### config.mk
export PLATFORM = sky130hd
export DESIGN_NAME = recepcao_serial_automatica
export DESIGN_NICKNAME = d
export VERILOG_FILES = /design/src/rtl/recepcao_serial_automatica.sv
export SDC_FILE = /design/constraint.sdc
export NUM_CORES = 1
export LEC_CHECK = 0
export CAP_MARGIN = 20
export CORE_ASPECT_RATIO = 1.25
export CORE_MARGIN = 2
export CORE_UTILIZATION = 60
export DETAILED_ROUTE_END_ITERATION = 7
export PLACE_DENSITY = 0.79
export SYNTH_ARGS = -nofsm -noshare
export SYNTH_HDL_FRONTEND = slang
export SYNTH_SLANG_ARGS = --single-unit
### constraint.sdc
create_clock -name clock -period 9.21 [get_ports clock]
set_input_delay 2.3025 -clock clock [delete_from_list [all_inputs] [get_ports clock]]
set_output_delay 2.3025 -clock clock [all_outputs]
set_load 0.1 [all_outputs]
### src/rtl/recepcao_serial_automatica.sv
// 7O1 serial receiver for elevator commands. Sorts frames into a queue buffer
// (15 records) and a content buffer (7 records), with sticky error flags.
//
// state    | meaning
// OCIOSO   | line idle, waiting for a synchronized 0
// INICIO   | confirm the start bit at half a bit time
// DADOS    | shift in d0..d6, LSB first
// PARIDADE | sample the odd parity bit
// PARADA   | sample the stop bit
// ARMAZENA | decode and store the record, single cycle
module recepcao_serial_automatica #(
  parameter int CLKS_PER_BIT = 434
) (
  input  logic       clock,
  input  logic       reset,
  input  logic       RX,
  input  logic       limpa,
  input  logic [3:0] addr_fila,
  input  logic [3:0] addr_conteudo,
  output logic [5:0] dados_fila,
  output logic [3:0] dados_conteudo,
  output logic [3:0] num_fila,
  output logic [3:0] num_conteudo,
  output logic       fim_fila,
  output logic       fim_conteudo,
  output logic       pronto,
  output logic       erro_paridade,
  output logic       erro_formato,
  output logic       erro_parada,
  output logic [2:0] db_estado
);

  localparam int TW = $clog2(CLKS_PER_BIT + 1);
  localparam logic [TW-1:0] T_FULL = TW'(CLKS_PER_BIT - 1);
  localparam logic [TW-1:0] T_HALF = TW'(CLKS_PER_BIT / 2 - 1);

  typedef enum logic [2:0] {
    OCIOSO   = 3'd0,
    INICIO   = 3'd1,
    DADOS    = 3'd2,
    PARIDADE = 3'd3,
    PARADA   = 3'd4,
    ARMAZENA = 3'd5
  } estado_t;

  estado_t       estado, prox_estado;
  logic          rx_m, rx_s;
  logic [TW-1:0] timer;
  logic          tc;
  logic [2:0]    bit_idx;
  logic [6:0]    shreg;
  logic          par_ok;
  logic [5:0]    fila_mem [16];
  logic [3:0]    cont_mem [8];
  logic          grava_fila, grava_conteudo, formato_ruim;

  assign tc = (timer == '0);

  always_ff @(posedge clock or negedge reset) begin
    if (!reset) begin
      rx_m <= 1'b1;
      rx_s <= 1'b1;
    end else begin
      rx_m <= RX;
      rx_s <= rx_m;
    end
  end

  always_ff @(posedge clock or negedge reset) begin
    if (!reset) estado <= OCIOSO;
    else        estado <= prox_estado;
  end

  always_comb begin
    prox_estado = estado;
    case (estado)
      OCIOSO:   if (!rx_s) prox_estado = INICIO;
      INICIO:   if (tc) prox_estado = rx_s ? OCIOSO : DADOS;
      DADOS:    if (tc && bit_idx == 3'd6) prox_estado = PARIDADE;
      PARIDADE: if (tc) prox_estado = PARADA;
      PARADA:   if (tc) prox_estado = rx_s ? ARMAZENA : OCIOSO;
      ARMAZENA: prox_estado = OCIOSO;
      default:  prox_estado = OCIOSO;
    endcase
    if (limpa) prox_estado = OCIOSO;
  end

  // Full buffers drop the record silently: no pronto, no flag.
  always_comb begin
    grava_fila     = 1'b0;
    grava_conteudo = 1'b0;
    formato_ruim   = 1'b0;
    if (estado == ARMAZENA && par_ok && !limpa) begin
      if (!shreg[6])                 grava_fila     = (num_fila != 4'd15);
      else if (shreg[6:4] == 3'b111) grava_conteudo = (num_conteudo != 4'd7);
      else                           formato_ruim   = 1'b1;
    end
  end

  assign pronto = grava_fila | grava_conteudo;

  always_ff @(posedge clock or negedge reset) begin
    if (!reset) begin
      timer         <= '0;
      bit_idx       <= '0;
      shreg         <= '0;
      par_ok        <= 1'b0;
      num_fila      <= '0;
      num_conteudo  <= '0;
      erro_paridade <= 1'b0;
      erro_formato  <= 1'b0;
      erro_parada   <= 1'b0;
      for (int i = 0; i < 16; i++) fila_mem[i] <= '0;
      for (int i = 0; i < 8; i++)  cont_mem[i] <= '0;
    end else if (limpa) begin
      timer         <= '0;
      bit_idx       <= '0;
      par_ok        <= 1'b0;
      num_fila      <= '0;
      num_conteudo  <= '0;
      erro_paridade <= 1'b0;
      erro_formato  <= 1'b0;
      erro_parada   <= 1'b0;
      for (int i = 0; i < 16; i++) fila_mem[i] <= '0;
      for (int i = 0; i < 8; i++)  cont_mem[i] <= '0;
    end else begin
      case (estado)
        OCIOSO: begin
          timer   <= T_HALF;
          bit_idx <= '0;
        end
        INICIO, PARIDADE, PARADA: begin
          timer <= tc ? T_FULL : timer - 1'b1;
          if (estado == PARIDADE && tc) par_ok <= ^{rx_s, shreg};
          if (estado == PARADA && tc && !rx_s) erro_parada <= 1'b1;
        end
        DADOS: begin
          if (tc) begin
            timer   <= T_FULL;
            shreg   <= {rx_s, shreg[6:1]};
            bit_idx <= bit_idx + 1'b1;
          end else begin
            timer <= timer - 1'b1;
          end
        end
        ARMAZENA: begin
          if (!par_ok)  erro_paridade <= 1'b1;
          if (formato_ruim) erro_formato <= 1'b1;
          if (grava_fila) begin
            fila_mem[num_fila] <= shreg[5:0];
            num_fila           <= num_fila + 1'b1;
          end
          if (grava_conteudo) begin
            cont_mem[num_conteudo[2:0]] <= shreg[3:0];
            num_conteudo                <= num_conteudo + 1'b1;
          end
        end
        default: timer <= '0;
      endcase
    end
  end

  assign dados_fila     = fila_mem[addr_fila];
  assign dados_conteudo = addr_conteudo[3] ? 4'd0 : cont_mem[addr_conteudo[2:0]];
  assign fim_fila       = (num_fila == 4'd15);
  assign fim_conteudo   = (num_conteudo == 4'd7);
  assign db_estado      = estado;

endmodule

### After elaboration in Yosys (flattened, before gate mapping)

Index checks and enable logic that the tools add are counted.
W data, S select, Z words.

| storage, ports and cells | value |
|---|---|
| memory bits (read-only) | 0 |
| RAM bits | 0 |
| register bits | 164 |
| latch bits | 0 |
| logic and storage cells | 163 |
| memories kept | 0 |
| output and inout port bits | 27 |
| input port bits | 12 |

| operators by class | value |
|---|---|
| bitwise logic cells | 6 |
| div/mod/pow operators | 0 |
| add/sub/neg operators | 4 |
| reduce and logical (&&, ||, !) cells | 32 |
| magnitude comparators | 6 |
| shifts and indexed selects | 0 |
| mux-type cells | 60 |
| multipliers | 0 |
| eq/ne operators | 19 |

Operators by type and width:

| kind | number |
|---|---|
| $mux W96 | 3 |
| $bwmux W96 | 1 |
| $mux W32 | 3 |
| $mux W4 | 10 |
| $bwmux W32 | 1 |
| $mux W3 | 9 |
| $pmux W9 S3 | 1 |
| $bmux W6 S4 | 1 |
| $demux W6 S4 | 1 |
| $mux W1 | 20 |
| $mux W6 | 3 |
| $mux W9 | 2 |
| $ne A3 B3 Y1 const B | 6 |
| $pmux W3 S5 | 1 |
| $reduce_and A2 Y1 | 7 |
| $reduce_bool A2 Y1 | 7 |
| $bmux W4 S3 | 1 |
| $demux W4 S3 | 1 |
| $eq A3 B3 Y1 const B | 4 |
| $ge A5 B5 Y1 const B | 2 |
| $not A4 Y5 | 2 |
| $logic_not A9 Y1 | 1 |
| $sub A9 B1 Y9 const B | 1 |
| $add A4 B1 Y4 const B | 2 |
| other kinds (25) | 37 |

### Logic depth before layout (Yosys ltp)

| logic depth | value |
|---|---|
| depth after elaboration | 9 |
| mapped depth | 7 |
| gate-level depth less buffers | 6 |

### Least setup slack after synthesis

Ideal clock, no wire load.

| timing path | value |
|---|---|
| path type | in2out |
| start point | in addr_conteudo[0] |
| end point | out dados_conteudo[0] |
| stages on the path | 4 |
| arrival time | 4.351 ns |
| path buffers | 1 |
| data required time | 6.908 ns |
| setup slack | 2.557 ns |
| path through | clkbuf_1 > mux4_2 > mux2i_1 > nor2_1 |

| on the way | value |
|---|---|
| longest elaborated chain between the ends | 5 |

Ends and longest elaborated chain:

| item | RTL line | RTL |
|---|---|---|
| start, declared | 19 | `input logic [3:0] addr_conteudo,` |
| $not A3 Y4 (implied by the code) | 164 | `assign dados_conteudo = addr_conteudo[3] ? 4'd0 : cont_mem[addr_conteudo[2:0]];` |
| $bmux W4 S3 | 164 |  |
| $mux W4 (implied by the code) (2 in a row) | 164 |  |
| $mux W4 | 164 |  |
| end, declared | 21 | `output logic [3:0] dados_conteudo,` |

No other way between the ends. The select of a mux whose other input is x is not followed.

### Final worst setup path

| timing path | value |
|---|---|
| start point | in addr_fila[1] |
| end point | out dados_fila[2] |

| on the way | value |
|---|---|
| longest elaborated chain between the ends | 4 |

Ends and longest elaborated chain:

| item | RTL line | RTL |
|---|---|---|
| start, declared | 18 | `input logic [3:0] addr_fila,` |
| $not A4 Y5 (implied by the code) | 163 | `assign dados_fila = fila_mem[addr_fila];` |
| $bmux W6 S4 | 163 |  |
| $mux W6 (implied by the code) (2 in a row) | 163 |  |
| end, declared | 20 | `output logic [5:0] dados_fila,` |

No other way between the ends. The select of a mux whose other input is x is not followed.

==> impl_metrics.py <==
metrics = {
    "floorplan": {
        "coreArea_um2": 14300,
        "rows": 49,
        "die-area_um2": 15500,
        "initial_core_util": 0.610,
        "io_pins": 39,
        "fp.dieW_um": 112,
        "die_y_um": 139,
    },
    "setup_path": {
        "critPathBufInv": 3,
        "ff2ff_path_depth": 4,
        "cpMaxStageDelayCell": "clkdlybuf4s50_1",
        "crit_fanout": 20,
        "crit_type": "in -> out",
        "r2r-start": "db_estado[2]",
        "worstPathRequired_ns": 6.91,
        "crit_chain": "clkdlybuf4s50_1 > buf_16 > mux4_2 > mux4_2 > clkdlybuf4s50_1",
        "r2r_slack_ns": 6.16,
        "cp-end-kind": "primary output",
        "crit_start": "addr_fila[1]",
        "crit_family": "buffers and inverters",
        "reg2reg_to": "fila_mem[26]",
        "critPathMaxStageDelay_ns": 0.99,
        "arrival_ns": 5.08,
        "crit_path_start_kind": "input pin",
    },
    "logic_synthesis": {
        "syn_nets": 759,
        "synthTopCellsByArea": "dfrtp_1, mux2i_1, mux4_2, nor2_1, mux2_2",
        "synth_edf_count": 0,
        "synth_area_um2": 8720,
        "synth.distinct_cells": 64,
        "synth_area_per_cell_um2": 11.8,
        "ys_seq_area_frac": 0.471,
        "yosysTopAreaCell": "dfrtp_1",
        "yosys_register_bits": 164,
        "synth_ff_type": "dfrtp_1",
        "synth_cells": 738,
        "synth_top_area_share": 0.465,
        "ys_async_sr_fraction": 1.00,
        "ys_warn_count": 0,
    },
    "job": {
        "cap_violations": 0,
    },
    "global_routing": {
        "grt_max_degree": 109,
        "grt_use_met2": 0.447,
        "busiest_layer": "met2",
        "antenna_found_initial": 0,
        "grt_overflow_total": 0,
        "grt_usage": 0.268,
        "met3_usage": 0.0424,
        "met1_usage": 0.349,
        "first_global_vias": 6069,
        "grt_pass1_wl_um": 32600,
    },
    "timing": {
        "setup_ws_ns": 1.83,
        "maxSlewViolCount": 0,
        "tns_ns": 0,
        "hold_viol_final": 0,
        "rsz0062_at_grt": "false",
        "skew_ns": 0.0115,
        "tightestPinTransition_ns": 1.10,
        "period_needed_ns": 7.38,
        "setup_viol": 0,
        "slew_headroom": 0.256,
        "timing.fmax_ghz": 0.135,
        "fin_crit_sh": 0.802,
    },
    "detailed_routing": {
        "drt-wirelength-per-cell_um": 21.5,
        "ant_nets": 0,
        "first_pass_iters": 5,
        "drtIter0Drc": 389,
        "viasPerCell": 6.36,
        "wl_um": 20000,
        "drc": 0,
        "vias": 5911,
    },
    "cells_and_area": {
        "seq_area_um2": 4110,
        "syn_to_final_growth_pct": 10.2,
        "multi_input_area_um2": 4240,
        "fill_cells": 1057,
        "drive_above_1_share": 0.168,
        "n_antenna_cell": 0,
        "nNetsFinal": 759,
    },
    "placement": {
        "hpwl_um": 13100,
        "gp_congestion": 0.892,
        "dpl_worst_slack_ns": 1.47,
        "numPortBuffers": 38,
    },
    "clock_network": {
        "numClockSinks": 164,
        "cts_tree": "built",
        "cts_max_level": 4,
        "path_clk_slew_ns": 0.06,
        "cts_setup_buffers": 0,
        "cts_hold_buf": 0,
        "clk_root_buffer_cell": "clkbuf_16",
        "numCtsBuffers": 17,
        "cts_buffer_depth": 2,
        "insertion_delay_ns": 0.43,
        "cts_resized": 0,
    },
    "hold_path": {
        "whs_path_depth": 0,
        "hp-class": "reg -> reg",
        "worstHoldStart": "rx_m",
        "whs_endpoint": "rx_s",
    },
    "power_and_ir_drop": {
        "vdd_drop_max_v": 0.000117,
        "cellLeakagePower_uw": 0.00442,
        "powerDensity_nw_per_um2": 157,
    },
    "status": {
        "status": "finished, final reports clean",
    },
}
## how the worst max path moves through the flow
stage                             end  slack (ns)  cells after the start
global route            dados_fila[2]        1.68                      4
finish                  dados_fila[2]        1.83                      5
global placement        dados_fila[4]        1.58                      4
CTS                     dados_fila[4]        1.44                      4
floorplan           dados_conteudo[0]        2.56                      4
detailed placement      dados_fila[4]        1.47                      4
## routing by layer
metal | vias to the layer above | share of wire
li1 | 2630 | -
met1 | 3012 | 0.40
met2 | 225 | 0.52
met3 | 44 | 0.051
met4 | 0 | 0.033
met5 | - | 0
## cell type report
| cell class | count | share of cell area |
|---|---|---|
| timing repair buffer | 42 | 0.0441 |
| clock inverter | 14 | 0.0147 |
| clock buffer | 18 | 0.0457 |
| tap | 178 | 0.0232 |
| multi-input combinational | 504 | 0.441 |
| inverter | 9 | 0.00352 |
| sequential | 164 | 0.427 |
## synthesized netlist by cell type, drive strengths merged, types with 3 or more instances
master  instances
inv             9
buf            22
nor4           10
a31oi           3
and3            6
nand2          15
dfrtp         162
mux4           38
and3b           3
a21oi          14
nor2b          34
or2             3
xor2            3
o21ai          17
nand2b         17
nor3            6
or3             3
mux2           27
nor2          116
nand3          19
nand4          11
xnor2           5
ha              9
nand3b          8
nor3b           4
mux2i         105
clkbuf         39
## layout by cell type (no fill, tap or decap), types with 17 or more instances in the layout
cell type,synthesis,layout
clkbuf_16,0,17
mux2_2,27,27
nor2_1,116,116
clkdlybuf4s50_1,0,35
nand2b_1,17,17
nand3_1,19,19
mux4_2,38,38
dfrtp_1,162,162
mux2i_1,105,105
nor2b_1,34,34
o21ai_0,17,17
## per-stage QoR
step                       util  instance area [um2]  instances  hold slack (ns)  power [uW]
after global placement    0.630                 9000        896            0.346         820
after global routing      0.673                 9610        929            0.363        1560
after floorplan               -                 8720        738            0.345         795
final                     0.673                 9610        929            0.358        1500
after CTS                 0.671                 9580        928            0.359        1520
after detailed placement  0.630                 9000        896            0.349         823
## state kept, by name, indices dropped and copies added (netlist names)
register,flops
erro_paridade,1
fila_mem,96
cont_mem,32
rx_s,1
timer,9
bit_idx,3
erro_formato,1
num_conteudo,4
rx_m,1
shreg,7
num_fila,4
par_ok,1
erro_parada,1
db_estado,3
## power breakdown
part	internal, uW	switching, uW
Combinational	26.2	52.8
Sequential	724	7.61
Clock	387	306
## cells by family after synthesis
| family | synth area share |
|---|---|
| buffers and inverters | 0.0429 |
| AND/OR/NAND/NOR | 0.175 |
| XOR/XNOR | 0.00803 |
| AO/OA/AOI/OAI | 0.0372 |
| multiplexers | 0.254 |
| adder cells (fa/ha/maj) | 0.0129 |
| flip-flops | 0.471 |
Power figures use the tool's default switching activity.
